## src/rtl/fetch_sequencer_pkg.sv

```systemverilog
// Shared types and constants for the instruction fetch sequencer.
// Holds the FSM state encoding and the instruction words the sequencer recognises.
package fetch_sequencer_pkg;

  localparam int XLEN = 32;

  localparam logic [XLEN-1:0] NOP_INSTR     = 32'h0000_0013;
  localparam logic [XLEN-1:0] EBREAK_INSTR  = 32'h0010_0073;
  localparam logic [6:0]      OPCODE_I_LOAD = 7'b0000011;

  typedef enum logic [1:0] {
    FETCH   = 2'd0,
    EXEC    = 2'd1,
    LOAD_WB = 2'd2,
    HALT    = 2'd3
  } state_t;

  function automatic logic is_load(input logic [XLEN-1:0] instr);
    return instr[6:0] == OPCODE_I_LOAD;
  endfunction

endpackage

```

## src/rtl/fetch_pc_next.sv

```systemverilog
// Combinational next-pc selection: JALR target, then pc-relative jump/branch,
// then sequential pc+4. All additions wrap modulo 2^32.
module fetch_pc_next
  import fetch_sequencer_pkg::*;
(
  input  logic [XLEN-1:0] pc,
  input  logic            pc_add_sel,
  input  logic            pc_next_sel,
  input  logic [XLEN-1:0] imm_val,
  input  logic [XLEN-1:0] alu_result,
  output logic [XLEN-1:0] pc_plus4,
  output logic [XLEN-1:0] next_pc
);

  assign pc_plus4 = pc + XLEN'(4);

  always_comb begin
    next_pc = pc_plus4;
    if (pc_next_sel) begin
      next_pc = {alu_result[XLEN-1:1], 1'b0};
    end else if (pc_add_sel) begin
      next_pc = pc + imm_val;
    end
  end

endmodule

```

## src/rtl/fetch_sequencer.sv

```systemverilog
// Multi-cycle fetch/execute sequencer: fetches one word, presents it for a single
// execute cycle, inserts a writeback cycle for loads, and stops for good on EBREAK.
module fetch_sequencer
  import fetch_sequencer_pkg::*;
#(
  parameter logic [XLEN-1:0] RESET_PC = 32'h0000_0000
) (
  input  logic            clk,
  input  logic            rst,
  output logic            imem_req,
  output logic [XLEN-1:0] imem_addr,
  input  logic            imem_valid,
  input  logic [XLEN-1:0] imem_rdata,
  output logic [XLEN-1:0] instruction,
  output logic            instr_valid,
  output logic [XLEN-1:0] pc,
  input  logic            pc_add_sel,
  input  logic            pc_next_sel,
  input  logic [XLEN-1:0] imm_val,
  input  logic [XLEN-1:0] alu_result,
  output logic            delayed_load,
  output logic [4:0]      delayed_rd,
  output logic            halted
);

  state_t          state;
  state_t          state_next;
  logic [XLEN-1:0] pc_plus4;
  logic [XLEN-1:0] target_pc;
  logic [XLEN-1:0] pc_d;
  logic [XLEN-1:0] instr_d;
  logic [4:0]      rd_d;
  logic            halt_d;

  fetch_pc_next u_pc_next (
    .pc          (pc),
    .pc_add_sel  (pc_add_sel),
    .pc_next_sel (pc_next_sel),
    .imm_val     (imm_val),
    .alu_result  (alu_result),
    .pc_plus4    (pc_plus4),
    .next_pc     (target_pc)
  );

  always_ff @(posedge clk or negedge rst) begin
    if (!rst) begin
      state <= FETCH;
    end else begin
      state <= state_next;
    end
  end

  // instruction falls back to NOP every cycle it is not freshly captured, so the
  // decoder only ever sees a real word during EXEC.
  always_comb begin
    state_next = state;
    pc_d       = pc;
    instr_d    = NOP_INSTR;
    rd_d       = delayed_rd;
    halt_d     = halted;
    case (state)
      FETCH: begin
        if (imem_valid) begin
          instr_d    = imem_rdata;
          state_next = EXEC;
        end
      end
      EXEC: begin
        if (instruction == EBREAK_INSTR) begin
          halt_d     = 1'b1;
          state_next = HALT;
        end else if (is_load(instruction)) begin
          rd_d       = instruction[11:7];
          state_next = LOAD_WB;
        end else begin
          pc_d       = target_pc;
          state_next = FETCH;
        end
      end
      LOAD_WB: begin
        pc_d       = pc_plus4;
        state_next = FETCH;
      end
      HALT: begin
        state_next = HALT;
      end
      default: begin
        state_next = FETCH;
      end
    endcase
  end

  always_ff @(posedge clk or negedge rst) begin
    if (!rst) begin
      pc          <= RESET_PC;
      instruction <= NOP_INSTR;
      delayed_rd  <= 5'd0;
      halted      <= 1'b0;
    end else begin
      pc          <= pc_d;
      instruction <= instr_d;
      delayed_rd  <= rd_d;
      halted      <= halt_d;
    end
  end

  // Reset parks the FSM in FETCH, so the request is gated to stay quiet while held.
  assign imem_req     = rst && (state == FETCH);
  assign imem_addr    = pc;
  assign instr_valid  = (state == EXEC);
  assign delayed_load = (state == LOAD_WB);

endmodule
```

## config.mk

```make
export PLATFORM = sky130hd
export DESIGN_NAME = fetch_sequencer
export DESIGN_NICKNAME = d
export VERILOG_FILES = /design/src/rtl/fetch_sequencer_pkg.sv /design/src/rtl/fetch_pc_next.sv /design/src/rtl/fetch_sequencer.sv
export SDC_FILE = /design/constraint.sdc
export NUM_CORES = 1
export LEC_CHECK = 0
export CAP_MARGIN = 40
export CORE_MARGIN = 2
export CORE_UTILIZATION = 51
export CTS_BUF_LIST = sky130_fd_sc_hd__clkbuf_4 sky130_fd_sc_hd__clkbuf_8
export DETAILED_ROUTE_END_ITERATION = 8
export PLACE_DENSITY = 0.9
export SKIP_CTS_REPAIR_TIMING = 1
export SLEW_MARGIN = 20
export SYNTH_ARGS = -nofsm -noshare
export SYNTH_HDL_FRONTEND = slang
export SYNTH_SLANG_ARGS = --single-unit
export TNS_END_PERCENT = 100
```

## constraint.sdc

```tcl
create_clock -name clk -period 7.5 [get_ports clk]
set_input_delay 1.5 -clock clk [delete_from_list [all_inputs] [get_ports clk]]
set_output_delay 1.5 -clock clk [all_outputs]
set_load 0.02 [all_outputs]
```

==> After elaboration in Yosys (flattened, before gate mapping) <==
Cells that the tools add are included.
{ "classes": {"muxes": 11, "magnitude_cmp": 0, "n_shift": 0, "n_eq_ne": 8, "n_div": 0, "n_reduce_logical": 6, "mul": 0, "bitwise": 1, "n_addsub": 2} }
{ "ops": {"columns": ["operator", "n"], "rows": [
  ["two-way mux 32 bit", 6],
  ["case mux 32 bit (2 select lines)", 1],
  ["adder 32 x 3 -> 32 bit, second input constant", 1],
  ["adder 32 bit", 1],
  ["equality test 32 x 21 -> 1 bit, second input constant", 1],
  ["case mux 2 bit (4 select lines)", 1],
  ["equality test 7 x 2 -> 1 bit, second input constant", 1],
  ["two-way mux 2 bit", 3],
  ["inequality test 2 bit, second input constant", 3],
  ["AND reduction 3 bit", 2],
  ["equality test 2 bit, second input constant", 2],
  ["equality test 2 x 1 -> 1 bit, second input constant", 1],
  ["zero test 2 bit", 1],
  ["AND reduction 2 bit", 1],
  ["nonzero test 2 bit", 1],
  ["logical AND 1 bit", 1],
  ["NOT 1 bit", 1]
]} }
{ "totals": {"latchBits": 0, "regBits": 72, "romBits": 0, "word_cells": 33, "n_memories": 0, "mem_bits_rw": 0, "input_bits": 101, "out_inout_bits": 105} }

==> Logic depth before layout (Yosys ltp) <==
Gate-level depths: netlist of the first run.
{ "depth": {"depth_word": 6, "depth_mapped": 11, "depth_no_buf": 11} }

==> Cells and area by module <==
Synthesis of the first run repeated with hierarchy kept, for this count alone.
{ "hier_totals": {"cells_unflattened": 687, "hier_area_um2": 6470.0} }
{ "by_module_without_submodules": {"columns": ["module", "instances", "area_per_inst_um2", "seq_area_each_um2", "cells_each"], "rows": [
  ["fetch_sequencer", 1, 3482.1, 1805.5, 249],
  ["fetch_pc_next", 1, 2987.9, 0.0, 438]
]} }

==> Worst setup path before layout of the first run <==
No wires, ideal clock.
{ "synth_path": {"path_type": "input to register", "startpoint": "input port imm_val[0]", "endpoint": "register pc[20], in the netlist imem_addr[20]", "slack_ps": 4025, "setup_time_ps": 77, "t_required_ps": 7423, "arrival_time_ps": 3397, "n_path_buf": 0, "stages": 11, "cell_sequence": "ha_1 -> inv_1 -> fa_1 -> nand2b_1 -> a21oi_1 -> o211ai_1 -> a21oi_1 -> xor2_1 -> a22oi_1 -> o221a_2 -> a21oi_1"} }
{ "synth_via": {"elab_chain_len": 6} }
{ "synth_rtl": {"columns": ["item", "line", "rtl"], "rows": [
  ["start, declared", "fetch_sequencer.sv:19", "input logic [XLEN-1:0] imm_val,"],
  ["adder 32 bit", "fetch_pc_next.sv:22", "next_pc = pc + imm_val;"],
  ["two-way mux 32 bit", "fetch_pc_next.sv:21", "end else if (pc_add_sel) begin"],
  ["two-way mux 32 bit", "fetch_pc_next.sv:19", "if (pc_next_sel) begin"],
  ["two-way mux 32 bit", "fetch_sequencer.sv:72", "end else if (is_load(instruction)) begin"],
  ["two-way mux 32 bit", "fetch_sequencer.sv:69", "if (instruction == EBREAK_INSTR) begin"],
  ["case mux 32 bit (2 select lines)", "fetch_sequencer.sv:61", "case (state)"],
  ["end signal, assigned", "fetch_sequencer.sv:100", "pc <= pc_d;"],
  ["end, declared", "fetch_sequencer.sv:16", "output logic [XLEN-1:0] pc,"]
]} }
Every way passes these cells. The select of a mux whose other input is x is not followed.
A chain may end at the register's enable or synchronous reset.

==> Final worst setup path of the first run <==
{ "layout_path": {"startpoint": "input port rst", "endpoint": "output port imem_req"} }
{ "layout_via": {"elab_chain_len": 1} }
{ "layout_rtl": {"columns": ["item", "line", "rtl"], "rows": [
  ["start, declared", "fetch_sequencer.sv:9", "input logic rst,"],
  ["logical AND 1 bit", "fetch_sequencer.sv:108", "assign imem_req = rst && (state == FETCH);"],
  ["end, declared", "fetch_sequencer.sv:10", "output logic imem_req,"]
]} }
Every way passes these cells.

==> flow_metrics.py, run 1 <==
metrics = {
    "grt": {
        "grt_use_met3_pct": 7.113,
        "top_usage_layer": "met2",
        "met2_usage_pct": 54.25,
        "grt_pass1_wl_um": 29940,
        "grt_pass1_vias": 6048,
        "grt_antenna_before_repair": 0,
        "grt_use_met1_pct": 39.73,
        "grtUsageTotal_pct": 31.97,
        "grt_overflow": 0,
        "grt_max_degree": 54,
    },
    "logic_synthesis": {
        "yosys_register_bits": 72,
        "synth_area_leaders": "dfrtp_1 30%, ha_1 7.8%, and3_1 4.9%, o21ai_0 4.7%, nand2_1 4.6%",
        "avgSynthCellArea_um2": 8.205,
        "netlist_instances": 701,
        "synth-edff-count": 0,
        "synth_ff_type": "dfrtp_1",
        "seq_area_frac_synth_pct": 31.39,
        "synth_area_um2": 5752,
        "yosysUniqueCellTypes": 70,
        "synth_top_area_cell": "dfrtp_1",
        "synth_fp_nets": 839,
        "synth_warnings": 0,
        "async_reset_ff_share_pct": 100.0,
        "synth_top_area_share_pct": 30.02,
    },
    "worst_setup_path": {
        "required_ns": 6.00,
        "critPathMaxFanout": 53,
        "cp_slowest_cell": "clkdlybuf4s50_1",
        "setup.worst_path.start_class": "primary input",
        "critical_path_buf_inv_count": 3,
        "crit_chain": "buf_4 -> buf_16 -> and2_1 -> clkdlybuf4s50_1",
        "cpLargestDelayFamily": "buffers and inverters",
        "critical_path.endpoint_type": "output pin",
        "max_stage_delay_ns": 0.59,
        "worstPathArrival_ns": 2.89,
        "crit_type": "in -> out",
    },
    "power_and_ir_drop": {
        "irDropWorstVdd_v": 0.0001550,
        "p_per_area_nw_per_um2": 124.6,
        "p_leak_uw": 0.003373,
    },
    "flow_run": {
        "drv_cap": 0,
    },
    "die": {
        "floorplan.initialDensity_pct": 52.60,
        "rows": 38,
        "die_y_um": 110.2,
        "die_area_um2": 12140,
        "pin_count": 206,
        "coreArea_um2": 10940,
        "die_x_um": 110.2,
    },
    "sta": {
        "fin_ws_ns": 3.106,
        "rsz0062_at_grt": "no",
        "tightest_slew_ns": 0.8138,
        "fmax_mhz": 227.6,
        "whs_ns": 0.4774,
        "finalMaxSlewViolations": 0,
        "finalSetupViolCount": 0,
        "tns_ns": 0,
        "period_needed_ns": 4.394,
        "period_share_pct": 58.58,
        "slew_headroom_pct": 45.57,
        "finalHoldViolations": 0,
        "clock_skew_ns": 0.005749,
    },
    "clocking": {
        "cts_tree": "done",
        "cts_root_buf": "clkbuf_8",
        "cts_buffers": 9,
        "clk_pin_slew_ns": 0.09,
        "worstSkewPairLatency_ns": 0.38,
        "clkSinkCount": 72,
        "clockBufferDepth": 2,
        "h-tree-depth": 3,
    },
    "detailed_routing": {
        "viasPerCell": 6.228,
        "drc": 0,
        "ant_nets": 0,
        "firstDrtPassIters": 5,
        "drt_iter0_drc": 618,
        "vias": 6272,
        "wl_per_cell_um": 19.38,
        "routed_wl_um": 19510,
    },
    "placed_design": {
        "hpwl_um": 14630,
        "io_buffers": 204,
        "place_ws_ns": 3.072,
        "place_congestion": 0.9177,
    },
    "run_status": {
        "status": "finished clean",
    },
    "final_layout": {
        "area_growth_pct": 37.44,
        "fin_util_pct": 72.29,
        "n_antenna_cell": 0,
        "drive_gt1_share_pct": 6.344,
        "nNetsFinal": 1000,
    },
    "worst_hold_path": {
        "min_path_type": "reg -> reg",
    },
}
## cells by family (layout without fill, tap and decap cells)
family,after synthesis,count (layout),share of synthesized area [%]
AOI/OAI and AO/OA,219,219,24.63
xor gates and xnor gates,22,22,3.350
adders and majority gates,37,37,8.179
buffers and inverters,82,248,7.744
DFF,72,72,31.39
muxes,8,8,1.501
and+or+nand+nor,261,261,23.21
## layer usage
| metal | up-vias | part of all wire, % |
|---|---|---|
| met2 | 371 | 49 |
| li1 | 2890 | - |
| met5 | - | 0 |
| met3 | 42 | 9.7 |
| met1 | 2969 | 39 |
| met4 | 0 | 2.3 |
## through the flow
step	instances	power, µW	area (µm²)
finish	1007	985.1	7905
global placement	988	636.2	7644
floorplan	701	538.1	5752
CTS	1006	982.0	7890
detailed placement	990	643.1	7679
global route	1007	1021	7905
## flip-flops by register name (all words and copies together) (netlist names)
register	flops
instruction	32
delayed_rd	5
imem_addr	32
state	2
halted	1
## worst register-to-register path: stages (launching register included)
cell and delay [ns]:
dfrtp_1 0.39, nor4b_1 0.39, nand3_1 0.16, nor4_2 0.57, or3b_2 0.72, nor3_1 0.27
and3_1 0.24, mux2i_1 0.14, nand3_1 0.09
## synthesized netlist by cell type (4+ instances only)
| library cell | count |
|---|---|
| a211oi_1 | 4 |
| a21o_1 | 8 |
| a21oi_1 | 51 |
| a21oi_2 | 4 |
| a22o_1 | 6 |
| a22oi_1 | 15 |
| a31oi_1 | 11 |
| and2_1 | 7 |
| and3_1 | 45 |
| and4_1 | 4 |
| buf_2 | 6 |
| buf_4 | 34 |
| clkbuf_1 | 20 |
| dfrtp_1 | 69 |
| ha_1 | 36 |
| inv_1 | 20 |
| mux2_2 | 5 |
| nand2_1 | 70 |
| nand2b_1 | 5 |
| nand3_1 | 27 |
| nand4_1 | 7 |
| nor2_1 | 47 |
| nor3_1 | 20 |
| nor4_1 | 6 |
| o21a_1 | 8 |
| o21ai_0 | 54 |
| o21ai_1 | 4 |
| o22ai_1 | 7 |
| o31ai_1 | 8 |
| or2_2 | 4 |
| or3_1 | 4 |
| xnor2_1 | 9 |
| xor2_1 | 13 |
## power by group
part / internal, µW / total (µW) / switching [µW]
Clock: 168 / 344 / 177
Sequential: 392 / 402 / 9.57
Combinational: 117 / 239 / 121
## cell type report
class	count	area (µm²)
Sequential cell	72	1805
Timing Repair Buffer	212	2127
Clock inverter	6	73.82
Multi-Input combinational cell	547	3511
Clock buffer	10	137.6
Tap cell	140	175.2
Fill cell	839	3030
Inverter	20	75.07
## final timing paths
check / depth (start not counted) / end / slack (ns) / startpoint
worst max-delay path: 4 / imem_req / 3.11 / rst
worst min-delay path: 1 / halted / 0.48 / halted
worst max register to register: 8 / imem_addr[21] / 4.41 / instruction[21]
worst min register to register: 1 / halted / 0.48 / halted
max in group asynchronous: 2 / instruction[0] / 5.87 / rst
min in group asynchronous: 1 / imem_addr[26] / 1.01 / rst
## layout by cell type, fill, tap and decap left out, drive strengths merged, types with 5 or more instances in the layout
master and n:
a211oi 5, a21o 8, a21oi 55, a22o 6, a22oi 15, a31oi 11
and2 7, and3 45, buf 9, clkbuf 10, clkdlybuf4s50 203, dfrtp 69
ha 36, inv 23, mux2 5, nand2 70, nand2b 5, nand3 27
nand4 7, nor2 47, nor3 21, nor4 9, o21a 8, o21ai 59
o22ai 7, o31ai 8, xnor2 9, xor2 13
Power figures use the tool's default switching activity.
==> inputs of run 2 (changes only) <==
--- a/config.mk
+++ b/config.mk
@@ -7,10 +7,10 @@
 export LEC_CHECK = 0
 export CAP_MARGIN = 40
 export CORE_MARGIN = 2
-export CORE_UTILIZATION = 51
+export CORE_UTILIZATION = 43
 export CTS_BUF_LIST = sky130_fd_sc_hd__clkbuf_4 sky130_fd_sc_hd__clkbuf_8
 export DETAILED_ROUTE_END_ITERATION = 8
-export PLACE_DENSITY = 0.9
+export PLACE_DENSITY = 0.8
 export SKIP_CTS_REPAIR_TIMING = 1
 export SLEW_MARGIN = 20
 export SYNTH_ARGS = -nofsm -noshare
==> constraint.sdc (replaced) <==
create_clock -name clk -period 3.83 [get_ports clk]
set_input_delay 0.766 -clock clk [delete_from_list [all_inputs] [get_ports clk]]
set_output_delay 0.766 -clock clk [all_outputs]
set_load 0.02 [all_outputs]
==> run 2 against run 1 <==
Net effect:
- die area rose by 18%
- sequential power is 96% higher
- total power is 95% higher
- setup slack worse by 2.6 ns
- sequential share of layout area is 0.26 points lower
- sequential cell count stayed put
- final cell count grew 4.4%
- combinational power grew 97%
- clock power increased by 93%
- non-clock buffer count grew 8
- register-to-register slack lost 3.5 ns
- clock skew rose by 0.018 ns
- critical endpoint is now imem_addr[20]
- highest routed layer unchanged
==> flow_metrics.py, run 2 (synthesized netlist as in run 1, its figures left out) <==
metrics = {
    "placed_design": {
        "place_ws_ns": 0.1918,
        "io_buffers": 204,
        "hpwl_um": 14070,
        "place_congestion": 0.9238,
    },
    "worst_setup_path": {
        "setup.worst_path.start_class": "primary input",
        "required_ns": 4.13,
        "crit_type": "in -> reg",
        "worstPathArrival_ns": 3.68,
        "critical_path.endpoint_type": "register",
        "critPathMaxFanout": 4,
    },
    "sta": {
        "finalSetupViolCount": 0,
        "period_needed_ns": 3.371,
        "fmax_mhz": 296.6,
        "slew_headroom_pct": 43.78,
        "fin_ws_ns": 0.4587,
        "finalMaxSlewViolations": 0,
        "rsz0062_at_grt": "no",
        "clock_skew_ns": 0.02359,
        "tns_ns": 0,
        "finalHoldViolations": 0,
        "period_share_pct": 88.02,
        "tightest_slew_ns": 0.8403,
    },
    "flow_run": {
        "drv_cap": 0,
    },
    "clocking": {
        "h-tree-depth": 3,
        "clockBufferDepth": 2,
        "clkSinkCount": 72,
        "clk_pin_slew_ns": 0.10,
        "cts_root_buf": "clkbuf_8",
        "cts_buffers": 9,
        "worstSkewPairLatency_ns": 0.38,
        "cts_tree": "done",
    },
    "grt": {
        "grt_max_degree": 46,
        "grt_pass1_vias": 5900,
        "grt_overflow": 0,
        "grt_antenna_before_repair": 0,
        "grtUsageTotal_pct": 26.02,
        "grt_pass1_wl_um": 29540,
    },
    "power_and_ir_drop": {
        "finalPower_uw": 1922,
        "p_per_area_nw_per_um2": 240.3,
        "irDropWorstVdd_v": 0.0002430,
        "p_leak_uw": 0.003406,
    },
    "die": {
        "die_y_um": 119.7,
        "coreArea_um2": 13140,
        "pin_count": 206,
        "die_x_um": 119.7,
        "rows": 42,
        "floorplan.initialDensity_pct": 43.78,
        "die_area_um2": 14320,
    },
    "detailed_routing": {
        "wl_per_cell_um": 18.08,
        "ant_nets": 0,
        "wl_met3_um": 1884,
        "drt_iter0_drc": 631,
        "viasPerCell": 5.801,
        "wl_met1_um": 7751,
        "routed_wl_um": 19000,
        "firstDrtPassIters": 5,
        "vias": 6097,
        "drc": 0,
        "maxUsedRoutingLayer": "met4",
        "wl_met2_um": 8806,
    },
    "final_layout": {
        "most-common-layout-cells": "203 x clkdlybuf4s50_1, 70 x nand2_1, 69 x dfrtp_1, 53 x o21ai_0, 50 x a21oi_1",
        "drive_gt1_share_pct": 7.200,
        "fin_util_pct": 60.88,
        "nNetsFinal": 1008,
        "n_antenna_cell": 0,
        "mostFrequentLayoutCell": "clkdlybuf4s50_1",
        "area_growth_pct": 39.05,
    },
    "worst_hold_path": {
        "min_path_type": "in -> async",
    },
    "run_status": {
        "status": "finished clean",
    },
}
run 2: routing by layer:
layer / vias up / global-route usage (%)
met1: 2859 / 32.35
met5: - / 0
met2: 284 / 42.25
met4: 0 / 10.96
li1: 2908 / -
met3: 46 / 7.557
run 2: critical path: stages:
cell and delay [ns]:
clkdlybuf4s50_1 0.46, ha_1 0.18, inv_1 0.06, fa_1 0.39, nand2b_1 0.18, a21oi_1 0.26, o211ai_1 0.22, a21oi_1 0.41
xor2_1 0.26, a22oi_1 0.10, o221a_2 0.29, a21oi_1 0.11
run 2: final cells by class:
class                   instances  area (µm²)
clock inverters                 7       82.58
multi-input cells             547        3511
inverters                      20       75.07
flip-flops and latches         72        1805
clock buffers                   9       123.9
fillers                      1162        5140
repair buffers                220        2180
well taps                     176       220.2
run 2: path summary, 6_finish.rpt:
| kind | slack [ns] | cells past startpoint | end | start |
|---|---|---|---|---|
| worst max-delay path | 0.46 | 12 | imem_addr[20] | imm_val[0] |
| worst min-delay path | 0.29 | 1 | imem_addr[26] | rst |
| worst max register to register | 0.89 | 11 | imem_addr[20] | imem_addr[0] |
| worst min register to register | 0.49 | 1 | halted | halted |
| max in group asynchronous | 2.57 | 2 | delayed_rd[1] | rst |
| min in group clk | 0.49 | 1 | halted | halted |
run 2: through the flow:
| step | cell area [µm²] | hold WS [ns] | instances |
|---|---|---|---|
| floorplan | 5752 | 0.4704 | 701 |
| global placement | 7776 | 0.4543 | 1034 |
| detailed placement | 7776 | 0.4567 | 1034 |
| CTS | 7983 | 0.2994 | 1050 |
| global route | 7998 | 0.3183 | 1051 |
| finish | 7998 | 0.2869 | 1051 |
run 2: power breakdown:
| part | internal, µW | leakage, µW | switching [µW] | total, µW |
|---|---|---|---|---|
| logic | 233 | 0.00236 | 237 | 470 |
| clock network | 314 | 0.000106 | 351 | 665 |
| registers | 769 | 0.000945 | 18.6 | 787 |
| total | 1320 | 0.00341 | 606 | 1920 |
